File: config.mk
export PLATFORM = sky130hd
export DESIGN_NAME = imm_encoder
export DESIGN_NICKNAME = d
export VERILOG_FILES = /design/src/rtl/imm_encoder_pkg.sv /design/src/rtl/imm_encoder_pack.sv /design/src/rtl/imm_encoder.sv
export SDC_FILE = /design/constraint.sdc
export NUM_CORES = 1
export LEC_CHECK = 0
export ABC_AREA = 1
export BUFFER_PORTS_ARGS = -buffer_cell sky130_fd_sc_hd__buf_2
export CORE_AREA = 2 2 177 92
export DETAILED_ROUTE_END_ITERATION = 6
export DIE_AREA = 0 0 179 94
export GPL_ROUTABILITY_DRIVEN = 0
export PLACE_DENSITY_LB_ADDON = 0.25
export SLEW_MARGIN = 20
export SYNTH_ARGS = -nofsm -noshare
export SYNTH_HDL_FRONTEND = slang
export SYNTH_HIERARCHICAL = 1
export SYNTH_SLANG_ARGS = --single-unit
File: constraint.sdc
create_clock -name clk -period 5.5 [get_ports clk]
set_input_delay 0.275 -clock clk [delete_from_list [all_inputs] [get_ports clk]]
set_output_delay 0.275 -clock clk [all_outputs]
set_load 0.05 [all_outputs]
File: src/rtl/imm_encoder_pkg.sv
// Shared definitions for the immediate encoder: widths, ImmSel encodings,
// field bit positions and the representability check for each format.
package imm_encoder_pkg;

  localparam int unsigned WIDTH_INST_LENGTH = 32;
  localparam int unsigned WIDTH_SEL_LENGTH  = 3;
  localparam int unsigned WIDTH_DATA_LENGTH = 32;
  localparam int unsigned WIDTH_CNT_LENGTH  = 16;

  typedef enum logic [WIDTH_SEL_LENGTH-1:0] {
    IMM_I     = 3'b000,
    IMM_S     = 3'b001,
    IMM_B     = 3'b010,
    IMM_U     = 3'b011,
    IMM_J     = 3'b100,
    IMM_SHAMT = 3'b101,
    IMM_ZIMM  = 3'b110,
    IMM_RSVD  = 3'b111
  } immSelT;

  // Low bit of each immediate-bearing field inside the instruction word
  localparam int unsigned I_LSB     = 20;
  localparam int unsigned S_HI_LSB  = 25;
  localparam int unsigned S_LO_LSB  = 7;
  localparam int unsigned U_LSB     = 12;
  localparam int unsigned SHAMT_LSB = 20;
  localparam int unsigned ZIMM_LSB  = 15;

  // 1 when the selected format cannot hold imm (range, alignment, or reserved select)
  function automatic logic immRangeErr(input immSelT sel,
                                       input logic [WIDTH_DATA_LENGTH-1:0] imm);
    case (sel)
      IMM_I, IMM_S:        return !((&imm[31:11]) || !(|imm[31:11]));
      IMM_B:               return !((&imm[31:12]) || !(|imm[31:12])) || imm[0];
      IMM_U:               return |imm[11:0];
      IMM_J:               return !((&imm[31:20]) || !(|imm[31:20])) || imm[0];
      IMM_SHAMT, IMM_ZIMM: return |imm[31:5];
      default:             return 1'b1;
    endcase
  endfunction

endpackage

File: src/rtl/imm_encoder_pack.sv
// imm_pack: combinational packer. Replaces the immediate fields of the
// template Inst selected by ImmSel with bits of Imm.
//  Inst    in  32  template instruction
//  ImmSel  in  3   format select
//  Imm     in  32  immediate value
//  InstOut out 32  packed instruction (template unchanged when Err)
//  Err     out 1   immediate not representable / reserved select
module imm_pack
  import imm_encoder_pkg::*;
(
  input  logic [WIDTH_INST_LENGTH-1:0] Inst,
  input  logic [WIDTH_SEL_LENGTH-1:0]  ImmSel,
  input  logic [WIDTH_DATA_LENGTH-1:0] Imm,
  output logic [WIDTH_INST_LENGTH-1:0] InstOut,
  output logic                         Err
);

  logic [WIDTH_INST_LENGTH-1:0] packedInst;

  // Field replacement per format; all other template bits pass through
  always_comb begin
    packedInst = Inst;
    Err        = immRangeErr(immSelT'(ImmSel), Imm);
    case (immSelT'(ImmSel))
      IMM_I: packedInst[I_LSB +: 12] = Imm[11:0];
      IMM_S: begin
        packedInst[S_HI_LSB +: 7] = Imm[11:5];
        packedInst[S_LO_LSB +: 5] = Imm[4:0];
      end
      IMM_B: begin
        packedInst[31]    = Imm[12];
        packedInst[30:25] = Imm[10:5];
        packedInst[11:8]  = Imm[4:1];
        packedInst[7]     = Imm[11];
      end
      IMM_U: packedInst[U_LSB +: 20] = Imm[31:12];
      IMM_J: begin
        packedInst[31]    = Imm[20];
        packedInst[30:21] = Imm[10:1];
        packedInst[20]    = Imm[11];
        packedInst[19:12] = Imm[19:12];
      end
      IMM_SHAMT: packedInst[SHAMT_LSB +: 5] = Imm[4:0];
      IMM_ZIMM:  packedInst[ZIMM_LSB +: 5]  = Imm[4:0];
      default: ;
    endcase
    InstOut = Err ? Inst : packedInst;
  end

endmodule

File: src/rtl/imm_encoder.sv
// imm_encoder: 2-stage valid/ready pipeline that merges an immediate into a
// template RV32I instruction and flags unrepresentable immediates.
//  clk, rst  clock / async active-high reset
//  InValid, InReady, InstIn, ImmSel, DataIn   input beat
//  OutValid, OutReady, InstOut, Err           output beat
//  EncCount, ErrCount  saturating delivered-beat counters (good / error)
module imm_encoder
  import imm_encoder_pkg::*;
(
  input  logic                         clk,
  input  logic                         rst,
  input  logic                         InValid,
  output logic                         InReady,
  input  logic [WIDTH_INST_LENGTH-1:0] InstIn,
  input  logic [WIDTH_SEL_LENGTH-1:0]  ImmSel,
  input  logic [WIDTH_DATA_LENGTH-1:0] DataIn,
  output logic                         OutValid,
  input  logic                         OutReady,
  output logic [WIDTH_INST_LENGTH-1:0] InstOut,
  output logic                         Err,
  output logic [WIDTH_CNT_LENGTH-1:0]  EncCount,
  output logic [WIDTH_CNT_LENGTH-1:0]  ErrCount
);

  logic                         s1Valid;
  logic [WIDTH_INST_LENGTH-1:0] s1Inst;
  logic [WIDTH_SEL_LENGTH-1:0]  s1Sel;
  logic [WIDTH_DATA_LENGTH-1:0] s1Data;
  logic                         s1RangeErr;
  logic                         s1Adv;
  logic                         deliver;
  logic [WIDTH_INST_LENGTH-1:0] packInst;
  logic                         packErr;

  // OutValid is the S2 valid flag
  assign s1Adv   = !OutValid || OutReady;
  assign InReady = !s1Valid || s1Adv;
  assign deliver = OutValid && OutReady;

  // S1: capture beat and its range/alignment check
  always_ff @(posedge clk or posedge rst) begin
    if (rst) begin
      s1Valid    <= 1'b0;
      s1Inst     <= '0;
      s1Sel      <= '0;
      s1Data     <= '0;
      s1RangeErr <= 1'b0;
    end else if (InReady) begin
      s1Valid <= InValid;
      if (InValid) begin
        s1Inst     <= InstIn;
        s1Sel      <= ImmSel;
        s1Data     <= DataIn;
        s1RangeErr <= immRangeErr(immSelT'(ImmSel), DataIn);
      end
    end
  end

  imm_pack uPack (
    .Inst    (s1Inst),
    .ImmSel  (s1Sel),
    .Imm     (s1Data),
    .InstOut (packInst),
    .Err     (packErr)
  );

  // S2: output register, held while stalled
  always_ff @(posedge clk or posedge rst) begin
    if (rst) begin
      OutValid <= 1'b0;
      InstOut  <= '0;
      Err      <= 1'b0;
    end else if (s1Adv) begin
      OutValid <= s1Valid;
      if (s1Valid) begin
        InstOut <= packInst;
        Err     <= s1RangeErr || packErr;
      end
    end
  end

  // Delivered-beat statistics, saturating
  always_ff @(posedge clk or posedge rst) begin
    if (rst) begin
      EncCount <= '0;
      ErrCount <= '0;
    end else if (deliver) begin
      if (!Err && (EncCount != '1)) EncCount <= EncCount + WIDTH_CNT_LENGTH'(1);
      if (Err && (ErrCount != '1))  ErrCount <= ErrCount + WIDTH_CNT_LENGTH'(1);
    end
  end

endmodule

Word-level counts from Yosys, hierarchy flattened
Cells that the tools add are included.
{"block": "classes", "eq_ne": 14, "n_addsub": 2, "mux": 8, "reduce_logical": 59}
{"op": "$reduce_or 27->1", "count": 2}
{"op": "$reduce_or 12->1", "count": 4}
{"op": "$reduce_and 21->1", "count": 2}
{"op": "$reduce_or 21->1", "count": 2}
{"op": "$reduce_and 20->1", "count": 2}
{"op": "$reduce_or 20->1", "count": 2}
{"op": "$add 16x1->16 const B", "count": 2}
{"op": "$mux 32", "count": 1}
{"op": "$ne 16x16->1 const B", "count": 2}
{"op": "$pmux 7 s4", "count": 1}
{"op": "$reduce_and 12->1", "count": 2}
{"op": "$pmux 5 s2", "count": 2}
{"op": "$eq 3x3->1 const B", "count": 6}
{"op": "$logic_not 1->1", "count": 15}
{"op": "$pmux 5 s3", "count": 1}
{"op": "$logic_or 1x1->1", "count": 13}
{"op": "$eq 3x2->1 const B", "count": 4}
{"op": "$reduce_or 2->1", "count": 6}
{"op": "$pmux 1 s5", "count": 2}
{"op": "$reduce_and 2->1", "count": 4}
{"op": "$eq 3x1->1 const B", "count": 2}
{"op": "$logic_not 3->1", "count": 2}
{"op": "$logic_and 1x1->1", "count": 3}
{"op": "$mux 3", "count": 1}
{"block": "word_totals", "register_bits": 135}

Logic depth before layout (Yosys ltp)
{"block": "logic_depth", "word_depth": 7, "ltp_mapped": 15}

Cells and area by module
Netlist, hierarchy kept.
{"module": "imm_encoder", "cells_per_inst": 751, "instances": 1, "seq_area_each_um2": 3378.2, "area_each_um2": 6059.6}
{"module": "imm_pack", "cells_per_inst": 295, "instances": 1, "seq_area_each_um2": 0.0, "area_each_um2": 1480.2}

Worst setup path after synthesis
Ideal clock, no wire load.
{"block": "synth_path", "path_type": "reg-to-reg", "from": "register OutValid", "to": "register s1Valid", "stages_incl_launch_ff": 6, "slack_ps": 3354, "synth_period_minus_slack_ps": 2146, "required_ps": 5357, "setup_ps": 143, "arrival_ps": 2003, "cell_sequence": "dfrtp_1 > nand3_1 > nand2_1 > buf_2 > clkbuf_1 > nand2_1"}
{"block": "synth_between", "elab_chain_cells": 3}
{"item": "start: declaration", "line_no": "imm_encoder.sv:17", "text": "output logic OutValid,"}
{"item": "start signal: assignment", "line_no": "imm_encoder.sv:74", "text": "OutValid <= s1Valid;"}
{"item": "$logic_not 1->1", "line_no": "imm_encoder.sv:36", "text": "assign s1Adv = !OutValid || OutReady;"}
{"item": "$logic_or 1x1->1", "line_no": "imm_encoder.sv:36"}
{"item": "$logic_or 1x1->1", "line_no": "imm_encoder.sv:37", "text": "assign InReady = !s1Valid || s1Adv;"}
{"item": "net InReady", "line_no": "imm_encoder.sv:13", "text": "output logic InReady,"}
{"item": "end signal: assignment", "line_no": "imm_encoder.sv:49", "text": "s1Valid <= InValid;"}
{"item": "end: declaration", "line_no": "imm_encoder.sv:25", "text": "logic s1Valid;"}
The timed path passes the listed nets, and every way through them passes these cells.
A chain may end at the register's enable or synchronous reset.

Worst setup path after layout
{"block": "layout_path", "from": "register s1Sel[0]", "to": "register InstOut[17]"}
{"block": "layout_between", "elab_chain_cells": 4, "word_cells_on_any_way": 13}
{"item": "start: declaration", "line_no": "imm_encoder.sv:27", "text": "logic [WIDTH_SEL_LENGTH-1:0] s1Sel;"}
{"item": "start signal: assignment", "line_no": "imm_encoder.sv:52", "text": "s1Sel <= ImmSel;"}
{"item": "$eq 3x3->1 (tied with other cells)", "line_no": "imm_encoder_pkg.sv:32", "text": "case (sel)"}
{"item": "$reduce_or 2->1, on equally long branches"}
{"item": "$pmux 1 s5 / $pmux 5 s2 (equally long branches)", "line_no": "imm_encoder_pkg.sv:32, imm_encoder_pack.sv:24"}
{"item": "$mux 32 *", "line_no": "imm_encoder_pack.sv:47", "text": "InstOut = Err ? Inst : packedInst;"}
{"item": "net packInst[17]", "line_no": "imm_encoder.sv:32", "text": "logic [WIDTH_INST_LENGTH-1:0] packInst;"}
{"item": "end signal: assignment", "line_no": "imm_encoder.sv:76", "text": "InstOut <= packInst;"}
{"item": "end: declaration", "line_no": "imm_encoder.sv:19", "text": "output logic [WIDTH_INST_LENGTH-1:0] InstOut,"}
Mark *: on every way through the listed nets, which the timed path passes. The rest lies on a longest branch.

==> impl_metrics.py <==
metrics = {
    "status": {
        "outcome": "completed",
    },
    "timing": {
        "finalHoldViolCount": 0,
        "final.setup.tns_ns": 0,
        "slew_viol_final": 0,
        "rsz0062_at_grt": "no",
        "tightestPinTransition_ns": 0.9485,
        "fin_crit_sh_pct": 43.34,
        "finalCriticalPeriod_ns": 2.384,
        "slew_headroom_pct": 36.77,
        "setup_viol": 0,
        "fin_ws_ns": 3.116,
        "fin_skew_ns": 0.009455,
        "fmax_ghz": 0.4195,
    },
    "critical_path": {
        "crit_type": "reg2reg",
        "cp-startpoint": "s1Sel[0]$_DFFE_PP0P_",
        "critical_path.top_delay_family": "simple AND/OR/NAND/NOR gates",
        "worst_r2r_endpoint": "InstOut[17]$_DFFE_PP0P_",
        "arrival_ns": 2.66,
        "reg2reg_depth": 11,
        "cpMostUsedCell": "nand2_1",
        "crit_slowest_cell": "dfrtp_1",
        "cp_slowest_stage_delay_ns": 0.53,
        "worstPathCellList": "nand2_2, nor2_2, inv_2, nand2_2, nor2_2, a22oi_1, o21ai_0, nand3_1, nand2_1, nand2_1, nand2_1",
        "worst_ep_required_time_ns": 5.78,
        "endpoint_kind": "flop",
        "reg2reg_from": "s1Sel[0]$_DFFE_PP0P_",
        "path_buf_inv": 1,
        "path_max_fanout": 11,
        "ff2ff_setup_slack_ns": 3.12,
        "setup.worst_path.start_class": "flop",
    },
    "synthesis": {
        "synth-seq-cells": 135,
        "synth_area_um2": 7540,
        "synth-simple-area-share_pct": 39.88,
        "syn_nets": 1119,
        "syn_area_per_cell_um2": 7.208,
        "yosysWarnings": 6,
        "ys_types": 40,
        "syn_inst": 1046,
        "synth_top_family_by_area": "simple AND/OR/NAND/NOR gates",
        "synth-seq-area-share_pct": 44.81,
        "synth-xor-area-share_pct": 2.904,
        "synth_mux_area_share_pct": 0,
        "synth_fa_ha_area_share_pct": 0.3319,
        "synth_compound_area_share_pct": 5.111,
    },
    "floorplanning": {
        "io_pins": 138,
        "rows": 32,
        "core_um2": 15170,
        "die_h_um": 94,
        "die_w_um": 179,
        "initial_core_util_pct": 49.69,
        "die-area_um2": 16830,
    },
    "clock_network": {
        "clock_latency_ns": 0.40,
        "hold_buffers": 0,
        "cts_sinks": 135,
        "cts-root-buf": "clkbuf_16",
        "h-tree-depth": 4,
        "cts_buffers": 17,
        "clockBufferDepth": 2,
        "cts_tree": "done",
        "post-cts-setup-buffers": 0,
        "clkSlewWorstSetupHoldPaths_ns": 0.06,
        "cts-resized-gates": 0,
    },
    "global_routing": {
        "grt_pass1_vias": 6480,
        "grt_overflow": 0,
        "grtUsageTotal_pct": 24.16,
        "grt_max_degree": 85,
        "grt_pass1_wl_um": 32290,
        "antenna_found_initial": 0,
    },
    "pwr": {
        "powerDensity_nw_per_um2": 463.2,
        "combPwrFrac_pct": 36.6,
        "switching_share_pct": 43.44,
        "clkPwrFrac_pct": 27.9,
        "ir_drop_uv": 266.0,
        "p_int_mw": 2.321,
        "p_switching_mw": 1.782,
        "seq_power_share_pct": 35.5,
        "p_leak_nw": 4.694,
    },
    "min_path": {
        "holdPathEnd": "s1Inst[26]$_DFFE_PP0P_",
        "hold_depth": 3,
        "hp-start": "InstIn[26]",
        "min_path_type": "in2reg",
    },
    "cells_and_area": {
        "fin_nets": 1240,
        "n_antenna_cell": 0,
        "syn2layout_area_growth_pct": 17.51,
        "drive_above_1_share_pct": 19.25,
    },
    "route": {
        "wl_um": 19640,
        "dr_total_vias": 7123,
        "avgRoutedWirePerCell_um": 14.20,
        "dr.first_iter.drc_count": 654,
        "drc_errors": 0,
        "routed_via_density": 5.150,
        "drtPass1Iterations": 5,
        "drtAntennaViolNets": 0,
    },
    "place": {
        "dp_hpwl_um": 13830,
        "dpl_worst_slack_ns": 3.134,
        "io_buffers": 137,
    },
    "job": {
        "drv_cap": 0,
    },
}
==> tightest hold or removal path: stages <==
cell and delay [ns]:
buf_2 0.07, nand2_1 0.04, nand2_1 0.04
==> final cells by class <==
| cell class | instances | area [um^2] |
|---|---|---|
| Timing Repair Buffer | 140 | 708.2 |
| Tap cell | 204 | 255.2 |
| Sequential cell | 135 | 3378 |
| Multi-Input combinational cell | 799 | 3638 |
| Clock inverter | 7 | 92.59 |
| Inverter | 74 | 285.3 |
| Fill cell | 1446 | 6315 |
| Clock buffer | 24 | 501.7 |
==> worst max path at each step <==
stage                                         end  cells past startpoint
final                     InstOut[17]$_DFFE_PP0P_                     11
after global routing       s1Data[24]$_DFFE_PP0P_                      6
after CTS                  s1RangeErr$_DFFE_PP0P_                      6
after detailed placement   s1RangeErr$_DFFE_PP0P_                      8
after global placement            Err$_DFFE_PP0P_                     10
after floorplan           EncCount[0]$_DFFE_PP0P_                      1
==> kinds of logic (layout without fill, tap and decap cells) <==
kind of cell               count (synthesis)  after routing
AOI/OAI and AO/OA                         65             65
adders and majority gates                  2              2
buffers and inverters                    112            245
and+or+nand+nor                          707            707
DFF                                      135            135
xor gates and xnor gates                  25             25
==> cells in the final DEF, fill, tap and decap left out, types with 3 or more instances in the layout <==
cell type | synthesis | routed
nand2_1 | 482 | 481
buf_2 | 4 | 137
dfrtp_1 | 135 | 135
nor2_1 | 92 | 92
inv_1 | 66 | 65
nand3_1 | 61 | 61
o21ai_0 | 28 | 28
nand2_2 | 19 | 20
xor2_1 | 20 | 20
clkbuf_16 | 0 | 17
a21oi_1 | 14 | 14
nand4_1 | 12 | 12
nor3_1 | 9 | 9
nor2_4 | 6 | 6
nor2_2 | 6 | 6
o21ai_2 | 6 | 6
inv_2 | 5 | 5
xnor2_1 | 5 | 5
nand3b_1 | 5 | 5
clkbuf_8 | 0 | 5
a22oi_1 | 5 | 5
o21ai_1 | 4 | 4
nand2_4 | 4 | 4
nand3_2 | 3 | 3
nor3_2 | 3 | 3
inv_4 | 2 | 3
clkinvlp_4 | 0 | 3
buf_4 | 9 | 3
o221ai_1 | 3 | 3
==> registers in the layout, summed over array words and instances (netlist names) <==
register / cells
s1Data: 32
InstOut: 32
ErrCount: 16
s1RangeErr: 1
OutValid: 1
EncCount: 16
s1Valid: 1
Err: 1
s1Sel: 3
s1Inst: 32
==> per-layer routing <==
metal  track usage [%]  up-vias  share of wire [%]
met5                 0        -                  0
met4             7.859        0                1.7
met3             3.560       26                5.8
met2             37.28      258                 45
met1             34.89     3324                 48
li1                  -     3515                  -
==> synth_stat cells, drive strengths merged <==
cell	n	share of area (%)
nand2	506	26
dfrtp	135	45
nor2	105	6.2
inv	73	3.7
nand3	64	4.4
o21ai	38	2.8
buf	22	2.4
xor2	20	2.3
clkbuf	16	0.80
a21oi	14	0.93
nand4	12	1.0
nor3	12	1.0
a22oi	5	0.50
nand3b	5	0.50
xnor2	5	0.58
o221ai	3	0.35
ha	2	0.33
o2111ai	2	0.23
o211ai	2	0.20
a31oi	1	0.083
clkinv	1	0.050
nor3b	1	0.10
nor4	1	0.083
or2	1	0.083
==> stage by stage <==
| step | hold slack [ns] | instances | area, um^2 | power (mW) | util (%) |
|---|---|---|---|---|---|
| after floorplan | 0.3846 | 1046 | 7540 | 2.603 | - |
| after global placement | 0.4566 | 1352 | 8265 | 2.937 | 54.47 |
| after detailed placement | 0.4547 | 1352 | 8265 | 2.968 | 54.47 |
| after CTS | 0.05285 | 1383 | 8860 | 4.119 | 58.39 |
| after global routing | 0.05634 | 1383 | 8860 | 4.336 | 58.39 |
| final | 0.06177 | 1383 | 8860 | 4.103 | 58.39 |
==> power groups by stage <==
stage | combinational (mW) | sequential, mW | clock (mW)
after floorplan | 0.653 | 1.95 | 0
after global placement | 1.48 | 1.46 | 0
after detailed placement | 1.50 | 1.47 | 0
after CTS | 1.51 | 1.45 | 1.16
after global routing | 1.63 | 1.49 | 1.21
final | 1.50 | 1.46 | 1.15
(Power assumes the default switching activity.)
